--- src/rtl/serial_adder_ctrl.sv ---
// serial_adder_ctrl: bit-serial WIDTH-bit adder with valid/ready handshakes; define SERIAL_ADDER_SUB_EN for subtract support
module serial_adder_ctrl #(
  parameter int WIDTH = 32
) (
  input  logic             i_clk,
  input  logic             i_rst,
  input  logic             i_valid,
  output logic             o_ready,
  input  logic [WIDTH-1:0] i_data_a,
  input  logic [WIDTH-1:0] i_data_b,
  input  logic             i_carry,
  output logic             o_valid,
  input  logic             i_ready,
  output logic [WIDTH-1:0] o_data,
  output logic             o_carry,
  output logic             o_busy
`ifdef SERIAL_ADDER_SUB_EN
  ,
  input  logic             i_sub
`endif
);
  localparam int CW = $clog2(WIDTH + 1);
  typedef enum logic [1:0] {IDLE, RUN, DONE} state_t;
  state_t state;
  logic [WIDTH-1:0] sh_a, sh_b, res, res_next;
  logic [CW-1:0] cnt;
  logic cy, sub, h1_s, h1_c, h2_s, h2_c, cy_next, last;
`ifdef SERIAL_ADDER_SUB_EN
  assign sub = i_sub;
`else
  assign sub = 1'b0;
`endif
  // one-bit slice: two half adders and an OR for the carry
  always_comb begin
    h1_s = sh_a[0] ^ sh_b[0];
    h1_c = sh_a[0] & sh_b[0];
    h2_s = h1_s ^ cy;
    h2_c = h1_s & cy;
    cy_next = h1_c | h2_c;
    res_next = WIDTH'({h2_s, res} >> 1);
    last = cnt == CW'(WIDTH - 1);
  end
  // control FSM with registered handshake outputs and result
  always_ff @(posedge i_clk) begin
    if (i_rst) begin
      state <= IDLE;
      o_ready <= 1'b1;
      o_valid <= 1'b0;
      o_busy <= 1'b0;
      o_data <= '0;
      o_carry <= 1'b0;
      sh_a <= '0;
      sh_b <= '0;
      res <= '0;
      cy <= 1'b0;
      cnt <= '0;
    end else begin
      case (state)
        IDLE: if (i_valid && o_ready) begin
          sh_a <= i_data_a;
          sh_b <= i_data_b ^ {WIDTH{sub}};
          cy <= sub | i_carry;
          res <= '0;
          cnt <= '0;
          state <= RUN;
          o_ready <= 1'b0;
          o_busy <= 1'b1;
        end
        RUN: begin
          sh_a <= sh_a >> 1;
          sh_b <= sh_b >> 1;
          res <= res_next;
          cy <= cy_next;
          cnt <= cnt + CW'(1);
          if (last) begin
            state <= DONE;
            o_valid <= 1'b1;
            o_data <= res_next;
            o_carry <= cy_next;
          end
        end
        DONE: if (i_ready) begin
          state <= IDLE;
          o_valid <= 1'b0;
          o_ready <= 1'b1;
          o_busy <= 1'b0;
        end
        default: state <= IDLE;
      endcase
    end
  end
endmodule

--- config.mk ---
export PLATFORM = sky130hd
export DESIGN_NAME = serial_adder_ctrl
export DESIGN_NICKNAME = d
export VERILOG_FILES = /design/src/rtl/serial_adder_ctrl.sv
export SDC_FILE = /design/constraint.sdc
export NUM_CORES = 1
export LEC_CHECK = 0
export BUFFER_PORTS_ARGS = -buffer_cell sky130_fd_sc_hd__buf_2
export CAP_MARGIN = 10
export CELL_PAD_IN_SITES_DETAIL_PLACEMENT = 1
export CELL_PAD_IN_SITES_GLOBAL_PLACEMENT = 2
export CORE_MARGIN = 2
export CORE_UTILIZATION = 33
export CTS_BUF_LIST = sky130_fd_sc_hd__clkbuf_16
export DETAILED_ROUTE_END_ITERATION = 10
export PLACE_DENSITY_LB_ADDON = 0.1
export SYNTH_ARGS = -nofsm -noshare
export SYNTH_HDL_FRONTEND = slang
export SYNTH_SLANG_ARGS = --single-unit
export TNS_END_PERCENT = 30
--- constraint.sdc ---
create_clock -name i_clk -period 2.4 [get_ports i_clk]
set_clock_uncertainty 0.2 [all_clocks]
set_input_delay 0.24 -clock i_clk [delete_from_list [all_inputs] [get_ports i_clk]]
set_output_delay 0.24 -clock i_clk [all_outputs]
set_load 0.03 [all_outputs]
== After elaboration in Yosys (flattened, before gate mapping) ==
Cells that the tools add are included.

* Register bits after elaboration: 141
* Latch bits: 0
* Memory bits (writable): 0
* Memory bits (read-only): 0
* Bits of input ports: 69
* Output and inout port bits: 36
* Word-level logic and storage cells: 55
* Memories: 0

* $add $sub $neg: 1
* Multipliers: 0
* Div/mod/pow operators: 0
* $lt $le $gt $ge: 0
* Equality and inequality tests: 6
* Shifts and indexed selects: 0
* Multiplexer cells: 22
* Bitwise operators: 5
* Reductions and logical operators: 10

{| class="wikitable"
|+ Operator list
! operator !! number
|-
| $pmux 32 s2 || 3
|-
| $mux 32 || 3
|-
| $pmux 6 s2 || 1
|-
| $reduce_and 3->1 || 3
|-
| $pmux 1 s2 || 4
|-
| $add 6x1->6 const B || 1
|-
| $eq 6x5->1 const B || 1
|-
| $mux 1 || 6
|-
| $mux 2 || 3
|-
| $mux 6 || 1
|-
| $ne 2x2->1 const B || 3
|-
| $pmux 2 s3 || 1
|-
| $reduce_bool 2->1 || 3
|-
| $reduce_and 2->1 || 2
|-
| $and 1x1->1 || 2
|-
| $eq 2x1->1 const B || 1
|-
| $eq 2x2->1 const B || 1
|-
| $logic_not 2->1 || 1
|-
| $xor 1x1->1 || 2
|-
| $logic_and 1x1->1 || 1
|-
| $or 1x1->1 || 1
|}

== Depth between registers and ports, before layout ==
Gate-level depths: netlist of run 1.

* Depth after elaboration: 4
* Depth in mapped cells: 6

== Worst setup path before layout of run 1 ==
OpenSTA, ideal clock, no wires.

* Kind: reg2reg
* From: register cnt[0]
* To: register o_carry
* Setup time: 0.072 ns
* Data arrival time: 1.426 ns
* Setup slack: 0.703 ns
* Stages on the path, launching flop included: 6
* Cell sequence: dfxtp_1 > ha_1 > nand4_1 > nor3_4 > buf_8 > mux2i_1

* Word-level cells in the longest chain between the ends: 2

{| class="wikitable"
|+ Ends and longest elaborated chain
! what !! RTL line !! source
|-
| start: declaration || 26 || <nowiki>logic [CW-1:0] cnt;</nowiki>
|-
| start signal: assignment || 74 || <nowiki>cnt <= cnt + CW'(1);</nowiki>
|-
| $eq 6x5->1 || 41 || <nowiki>last = cnt == CW'(WIDTH - 1);</nowiki>
|-
| $reduce_and 2->1 (no line) || -- ||
|-
| end signal: assignment || 79 || <nowiki>o_carry <= cy_next;</nowiki>
|-
| end: declaration || 15 || <nowiki>output logic o_carry,</nowiki>
|}

Every way passes these cells.
A chain may end at the register's enable or synchronous reset.

== Worst setup path after layout of run 1 ==
* From: register state[1]
* To: register sh_a[12]

* Word-level cells in the longest chain between the ends: 3
* Elaborated cells on any way between the ends: 6
* Classes of those cells: 2 x eq/ne; 1 x mux; 3 x reduce/logical

{| class="wikitable"
|+ Ends and longest elaborated chain
! what !! RTL line !! source
|-
| start: declaration || 24 || <nowiki>state_t state;</nowiki>
|-
| start signal: assignment || 46 || <nowiki>state <= IDLE;</nowiki>
|-
| start signal: assignment || 65 || <nowiki>state <= RUN;</nowiki>
|-
| start signal: assignment || 76 || <nowiki>state <= DONE;</nowiki>
|-
| $eq 2x1->1 or $logic_not 2->1 (tied branches) || 58 || <nowiki>case (state)</nowiki>
|-
| $reduce_bool 2->1 (no line) or $ne 2x2->1 (tied branches) || -- ||
|-
| $reduce_and 2->1 (no line) || -- ||
|-
| end signal: assignment || 60 || <nowiki>sh_a <= i_data_a;</nowiki>
|-
| end signal: assignment || 70 || <nowiki>sh_a <= sh_a >> 1;</nowiki>
|-
| end: declaration || 25 || <nowiki>logic [WIDTH-1:0] sh_a, sh_b, res, res_next;</nowiki>
|}

Several ways; a longest one is shown, not always the timed one.

==> results of run 1 <==
==> state kept, by name, indices dropped and copies added, names as in the netlist <==
| name | count |
|---|---|
| o_data | 32 |
| cnt | 6 |
| sh_a | 32 |
| res | 31 |
| cy | 1 |
| o_carry | 1 |
| state | 2 |
| o_busy | 1 |
| sh_b | 32 |
| o_ready | 1 |
| o_valid | 1 |
==> metrics by stage <==
step / util [%] / worst slack [ns]
4_1_cts: 45.1 / 0.502
3_3_place_gp: 37.6 / 0.626
2_1_floorplan: - / 0.703
6_report: 45.1 / 0.522
3_5_place_dp: 37.6 / 0.511
5_1_grt: 45.1 / 0.303
==> power groups by stage <==
stage	sequential, mW	combinational [mW]	clock (mW)
after CTS	2.56	0.788	2.89
after floorplan	2.59	0.498	0
after global placement	2.60	0.680	0
after detailed placement	2.60	0.700	0
after global routing	2.58	0.878	3.01
final	2.56	0.779	2.82
==> critical path, cell delays in order, from the launching register on <==
cell and delay (ns):
dfxtp_1 0.45, nand2b_4 0.48, buf_4 0.34, nor2_1 0.06
nor4_1 0.24
==> logic make-up (layout without fill, tap and decap cells) <==
group,after synthesis,in the layout
adders and majority gates,2,2
buffers and inverters,64,214
muxes,33,33
DFF,140,140
AOI/OAI and AO/OA,58,58
and+or+nand+nor,396,396
==> cell type report <==
class | instances | area (um2)
tap | 225 | 282
clock buffer | 17 | 425
timing repair buffer | 183 | 1370
multi-input combinational | 489 | 2700
clock inverter | 14 | 201
fill | 2028 | 9460
sequential | 140 | 2800
==> layer usage <==
metal  global-route usage [%]  wire length [um]
met1                     22.4              7450
met5                        0                 0
met4                     6.13               235
met2                     30.3              7490
met3                     4.19               584
==> cells in the mapped netlist <==
cell / instances
o311ai_0: 1
a21o_1: 1
nand4bb_1: 1
nand4_1: 1
buf_6: 1
nand3b_1: 1
nor2b_1: 1
nor3_1: 58
a22oi_1: 5
buf_4: 7
o21a_1: 1
buf_2: 21
buf_1: 5
or3b_2: 1
and4bb_2: 1
a21oi_1: 46
nor2_1: 117
o21ai_0: 1
clkbuf_1: 27
fa_1: 1
nand2b_1: 69
nor3_4: 1
a211oi_1: 1
a31oi_1: 2
nor4_1: 58
or3_1: 3
buf_8: 3
nand3_1: 46
nand2_1: 37
dfxtp_1: 140
ha_1: 1
or4_1: 1
mux2i_1: 33
==> how the worst min path moves through the flow <==
stage | from | to | slack [ns]
global placement | o_valid$_SDFFE_PP0P_ | o_valid$_SDFFE_PP0P_ | 0.25
floorplan | i_data_a[31] | sh_a[31]$_SDFFE_PP0P_ | 0.18
CTS | i_rst | res[23]$_SDFFE_PP0P_ | 0.08
global route | i_rst | res[22]$_SDFFE_PP0P_ | 0.12
finish | i_rst | res[28]$_SDFFE_PP0P_ | 0.08
detailed placement | o_data[14]$_SDFFE_PP0P_ | o_data[14]$_SDFFE_PP0P_ | 0.26
==> results by group, run 1 <==
Status
  • Outcome: finished, final reports clean

GRT
  • Total track usage: 17.9%
  • Number of global-route vias before repair: 5539
  • Largest net degree at the start of global routing: 88
  • Global-route wire length before repair: 26800 um
  • Grt ovf: 0
  • Initial antenna violation count: 0

Detailed routing
  • Vias per cell: 4.96
  • Vias: 5297
  • DRT Pass-1 Iters: 4
  • Starting DRT DRC Count: 255
  • Routed WL: 15800 um
  • WL per Instance: 14.7 um
  • Number of routed nets with antenna violations: 0
  • Drt drc: 0

Placed design
  • DP HPWL: 9080 um
  • Port bufs: 104
  • Placed Instance Area: 6480 um2
  • Gpl congestion: 0.713
  • Placed Cells incl. Taps: 970

Clock tree
  • PostCTS Resize Cnt: 0
  • CTS sink count: 140
  • Clock tree buffer depth: 2
  • Root Buffer: clkbuf_16
  • CTS Buf Count: 17
  • H-tree depth: 4
  • Reg clk slew, reported paths: 0.06 ns
  • # hold bufs at CTS: 67
  • Setup Buffers After CTS: 0
  • Skew-Pair Late Insertion Delay: 0.42 ns
  • CTS tree: built

Power
  • Logic gate share of total power: 12.7%
  • PD cells: 791 nW/um2
  • Tot Pwr: 6.16 mW
  • Clock share of power: 45.8%
  • Sw Ratio: 24.7%
  • Net Sw Power: 1.52 mW
  • Reg power frac: 41.5%
  • Internal cell power: 4.63 mW
  • Pleak: 2.99 nW
  • Max IR drop VDD: 0.000512 V

Synth
  • Synth Area in Simple Gates: 34.3%
  • Avg Inst Size Synth: 8.38 um2
  • Mapped Cells: 693
  • Mux contribution to synthesized area: 5.69%
  • Post-synth top area cell: dfxtp_1
  • Ys Warns: 0
  • Sequential-to-total area share from yosys stat: 48.3%
  • Mapped Area: 5800 um2
  • Post-Synth XOR/XNOR Area: 0%
  • Main combinational cell family by area after synthesis: simple AND/OR/NAND/NOR gates
  • Synth Area in Adders: 0.560%
  • Area fraction of the dominant cell type after synthesis: 48.3%
  • Mapped Nets: 764
  • Synth unique cells: 33
  • Top cells by area, synth: dfxtp_1, nor2_1, nand2b_1
  • Synth Area in Compound Gates: 5.45%
  • FF+latch count, synth: 140

Timing
  • Slew Limit Fails: 0
  • Final period util: 78.2%
  • Post-Route Hold Slack: 0.0792 ns
  • Max Freq: 0.533 GHz
  • Hold Violations, Final: 0
  • Final min period: 1.88 ns
  • Final Setup Violations: 0
  • Max_slew headroom: 68.5%
  • Unrepaired setup endpoints after global routing: false
  • Setup TNS: 0 ns
  • Worst-Margin Slew: 0.473 ns

Die
  • Die height: 137 um
  • Core Box Area: 17200 um2
  • Die span in x: 137 um
  • IO Count: 105
  • Rows: 48
  • Die ar.: 18700 um2
  • Initial Util: 33.7%

Cells and area
  • NumNets Final: 902
  • Antenna Cells: 0
  • Fin area: 7780 um2
  • Share of cells above drive strength 1: 18.0%
  • Synth-to-Final Area Change: 34.1%
  • Cell Count, Final, Fillers Out: 1068
  • Most frequent cells in the layout: dfxtp_1, nor2_1, buf_2
  • Most common cell after layout, fill and taps aside: dfxtp_1

Worst setup path
  • Crit path capture type: flip-flop
  • CP Launch Type: flip-flop
  • CP required: 2.52 ns
  • Crit path capture: sh_a[12]$_SDFFE_PP0P_
  • CP startpoint: state[1]$_SDFFE_PP0P_
  • R2r endpoint: sh_a[12]$_SDFFE_PP0P_
  • Crit path kind: reg2reg
  • R2R cell count: 4
  • Critical Path AT: 2.00 ns
  • Peak fanout along the critical path: 38
  • FF-to-FF setup slack: 0.52 ns
  • Worst r2r src: state[1]$_SDFFE_PP0P_

Job
  • Max-Cap Viols: 0

Hold path
  • WHS Path Cells: 2
  • Min-delay worst type: in2reg
(Power assumes the default switching activity.)
==> run 2, diff against run 1 <==
Settings changed: ABC_AREA set to 1, CORE_UTILIZATION 33 to 31.
Clock period 2.4 ns to 1.9 ns, I/O delays scaled along.
==> results by group, run 2 <==
Worst setup path
  • CP startpoint: state[1]$_SDFFE_PP0P_
  • R2r endpoint: sh_b[11]$_SDFFE_PP0P_
  • Peak fanout along the critical path: 18 (-53%)
  • CP Launch Type: flip-flop
  • Worst-path cell chain: inv_2 > nand2_4 > buf_4 > o211ai_1 > nor2_1
  • FF-to-FF setup slack: 0.24 ns (-0.29 ns)
  • Slowest stage delay, CP: 0.51 ns (+0.03 ns)
  • Sum of buffers and inverters on the critical path: 2 (+1)
  • CP required: 2.05 ns (-0.47 ns)
  • Crit path max-delay family: flip-flops
  • Worst r2r src: state[1]$_SDFFE_PP0P_
  • Critical Path AT: 1.81 ns (-0.19 ns)
  • Crit path capture type: flip-flop
  • Worst path slowest cell: dfxtp_1
  • Crit path kind: reg2reg
  • R2R cell count: 5 (+1)

Detailed routing
  • Routed WL: 17700 um (+12%)
  • Number of routed nets with antenna violations: 0 (unchanged)
  • Drt drc: 0 (unchanged)
  • WL per Instance: 13.1 um (-11%)
  • Starting DRT DRC Count: 217 (-15%)
  • Vias per cell: 4.49 (-9.5%)
  • Vias: 6040 (+14%)
  • DRT Pass-1 Iters: 4 (unchanged)

Synth
  • Mapped Cells: 918 (+32%)
  • Commonest cells post-synth: inv_1, nor2_1, nand3_1
  • Post-synth top area cell: dfxtp_1
  • Async set or reset register ratio after synthesis: 0% (unchanged)
  • Top cells by area, synth: dfxtp_1, nand3_1, inv_1
  • Area fraction of the dominant cell type after synthesis: 44.4% (-3.9 points)
  • Top-count cell post-synth: inv_1
  • Sequential-to-total area share from yosys stat: 44.4% (-3.9 points)
  • FF+latch count, synth: 140 (unchanged)
  • Synth unique cells: 22 (-33%)
  • Mapped Area: 6320 um2 (+8.9%)
  • Number of synthesized flops with an enable pin: 0 (unchanged)
  • Ys Warns: 0 (unchanged)
  • Mapped Nets: 989 (+29%)
  • Top FF cell, synth: dfxtp_1
  • Avg Inst Size Synth: 6.88 um2 (-18%)

Status
  • Outcome: finished, final reports clean

Clock tree
  • Skew-Pair Late Insertion Delay: 0.41 ns (about the same)
  • CTS Buf Count: 17 (unchanged)
  • Root Buffer: clkbuf_16
  • CTS tree: built
  • Reg clk slew, reported paths: 0.06 ns (about the same)
  • H-tree depth: 4 (unchanged)
  • PostCTS Resize Cnt: 0 (unchanged)
  • CTS sink count: 140 (unchanged)
  • Clock tree buffer depth: 2 (unchanged)

Die
  • Core Box Area: 20100 um2 (+17%)
  • Die span in x: 147 um (+7.4%)
  • Rows: 52 (+8.3%)
  • Initial Util: 31.4% (-2.2 points)
  • Die height: 147 um (+7.4%)
  • IO Count: 105 (unchanged)
  • Die ar.: 21500 um2 (+15%)

Timing
  • Unrepaired setup endpoints after global routing: false
  • Setup TNS: 0 ns (unchanged)
  • Slew Limit Fails: 0 (unchanged)
  • Final Setup Violations: 0 (unchanged)
  • Max Freq: 0.601 GHz (+13%)
  • Final min period: 1.66 ns (-0.214 ns)
  • Max_slew headroom: 66.6% (-1.8 points)
  • Worst-Margin Slew: 0.501 ns (+0.0275 ns)
  • Hold Violations, Final: 0 (unchanged)
  • Final period util: 87.6% (+9.3 points)

Cells and area
  • # fillers: 2535 (+25%)
  • Most frequent cells in the layout: inv_1, nor2_1, nand3_1
  • Top flop regs: o_data x32, sh_a x32, sh_b x32
  • Most common cell after layout, fill and taps aside: inv_1
  • Cell Count, Final, Fillers Out: 1346 (+26%)
  • Share of cells above drive strength 1: 15.1% (-2.9 points)
  • Synth-to-Final Area Change: 33.2%
  • Fin area: 8420 um2 (+8.2%)
  • Antenna Cells: 0 (unchanged)
  • NumNets Final: 1134 (+26%)

Power
  • Max IR drop VDD: 0.000627 V (+22%)
  • PD cells: 908 nW/um2 (+15%)
  • Tot Pwr: 7.64 mW (+24%)
  • Sw Ratio: 25.5% (+0.81 points)
  • Clock share of power: 45.4% (-0.4 points)
  • Internal cell power: 5.69 mW (+23%)
  • Net Sw Power: 1.95 mW (+28%)
  • Logic gate share of total power: 12.7% (about the same)
  • Reg power frac: 41.9% (+0.4 points)
  • Pleak: 3.77 nW (+26%)

GRT
  • Total track usage: 17.2% (-0.68 points)
  • Largest net degree at the start of global routing: 71 (-19%)
  • Number of global-route vias before repair: 6281 (+13%)
  • Global-route wire length before repair: 30600 um (+14%)
  • Initial antenna violation count: 1 (+1)
  • Grt ovf: 0 (unchanged)

Job
  • Max-Cap Viols: 0 (unchanged)

Placed design
  • Placed Cells incl. Taps: 1249 (+29%)
  • Placed Instance Area: 7160 um2 (+10%)
  • Gpl congestion: 0.753 (+5.6%)
  • Port bufs: 104 (unchanged)
  • DP HPWL: 10800 um (+19%)

Hold path
  • WHS Path Cells: 5 (+3)
  • Hold EP: sh_b[11]$_SDFFE_PP0P_
  • Min-delay src: i_data_b[11]
  • Min-delay worst type: in2reg
## run 2: worst max path at each step
| stage | endpoint | slack [ns] | cells after the start |
|---|---|---|---|
| after floorplan | o_data[14]$_SDFFE_PP0P_ | 0.33 | 7 |
| after global placement | cnt[5]$_SDFFE_PP0P_ | 0.29 | 7 |
| after detailed placement | o_data[5]$_SDFFE_PP0P_ | 0.24 | 8 |
| after CTS | o_data[5]$_SDFFE_PP0P_ | 0.22 | 8 |
| after global routing | o_data[5]$_SDFFE_PP0P_ | 0.07 | 8 |
| final | sh_b[11]$_SDFFE_PP0P_ | 0.24 | 5 |
## run 2: cell type report
| class | instances | area, um2 | share of cell area [%] |
|---|---|---|---|
| Sequential cell | 140 | 2800 | 33.3 |
| Multi-Input combinational cell | 549 | 2600 | 30.9 |
| Timing Repair Buffer | 189 | 1450 | 17.2 |
| Inverter | 166 | 624 | 7.42 |
| Clock buffer | 17 | 425 | 5.06 |
| Tap cell | 270 | 338 | 4.01 |
| Clock inverter | 15 | 179 | 2.13 |
## run 2: power groups by stage
stage	Sequential, mW	Combinational, mW	Clock, mW
floorplan	3.24	0.591	0
global placement	3.26	0.878	0
detailed placement	3.26	0.883	0
CTS	3.20	0.988	3.58
global route	3.22	1.10	3.71
finish	3.20	0.968	3.47
## run 2: worst register-to-register path, cell delays in order (launching register included)
cell and delay, ns:
dfxtp_1 0.51, inv_2 0.14, nand2_4 0.22, buf_4 0.28, o211ai_1 0.12, nor2_1 0.12
## run 2: cell families (layout without fill, tap and decap cells)
group                    Yosys count  in the layout  share of synthesized area [%]
AO/OA/AOI/OAI                    111            111                           11.1
buffers and inverters            229            387                           14.9
adder cells (fa/ha/maj)            2              2                          0.515
AND/OR/NAND/NOR                  436            436                           29.1
flip-flops                       140            140                           44.4
## run 2: per-layer routing
metal  GRT usage (%)  share of wire, %
met1            21.8                49
met2            29.8                47
met3            4.07               3.1
met4            4.08              0.71
met5               0             0.085
## run 2: timing repair
item	in CTS	in global routing
setup buffers	0	0
endpoints found under the hold margin	68	0
hold buffers	65	0
## run 2: per-stage QoR
stage	hold slack [ns]	util, %	setup slack [ns]
6_report	0.00727	41.9	0.236
2_1_floorplan	0.158	-	0.328
4_1_cts	0.00277	41.9	0.223
5_1_grt	0.0229	41.9	0.0697
3_3_place_gp	0.251	35.6	0.292
3_5_place_dp	0.264	35.6	0.242
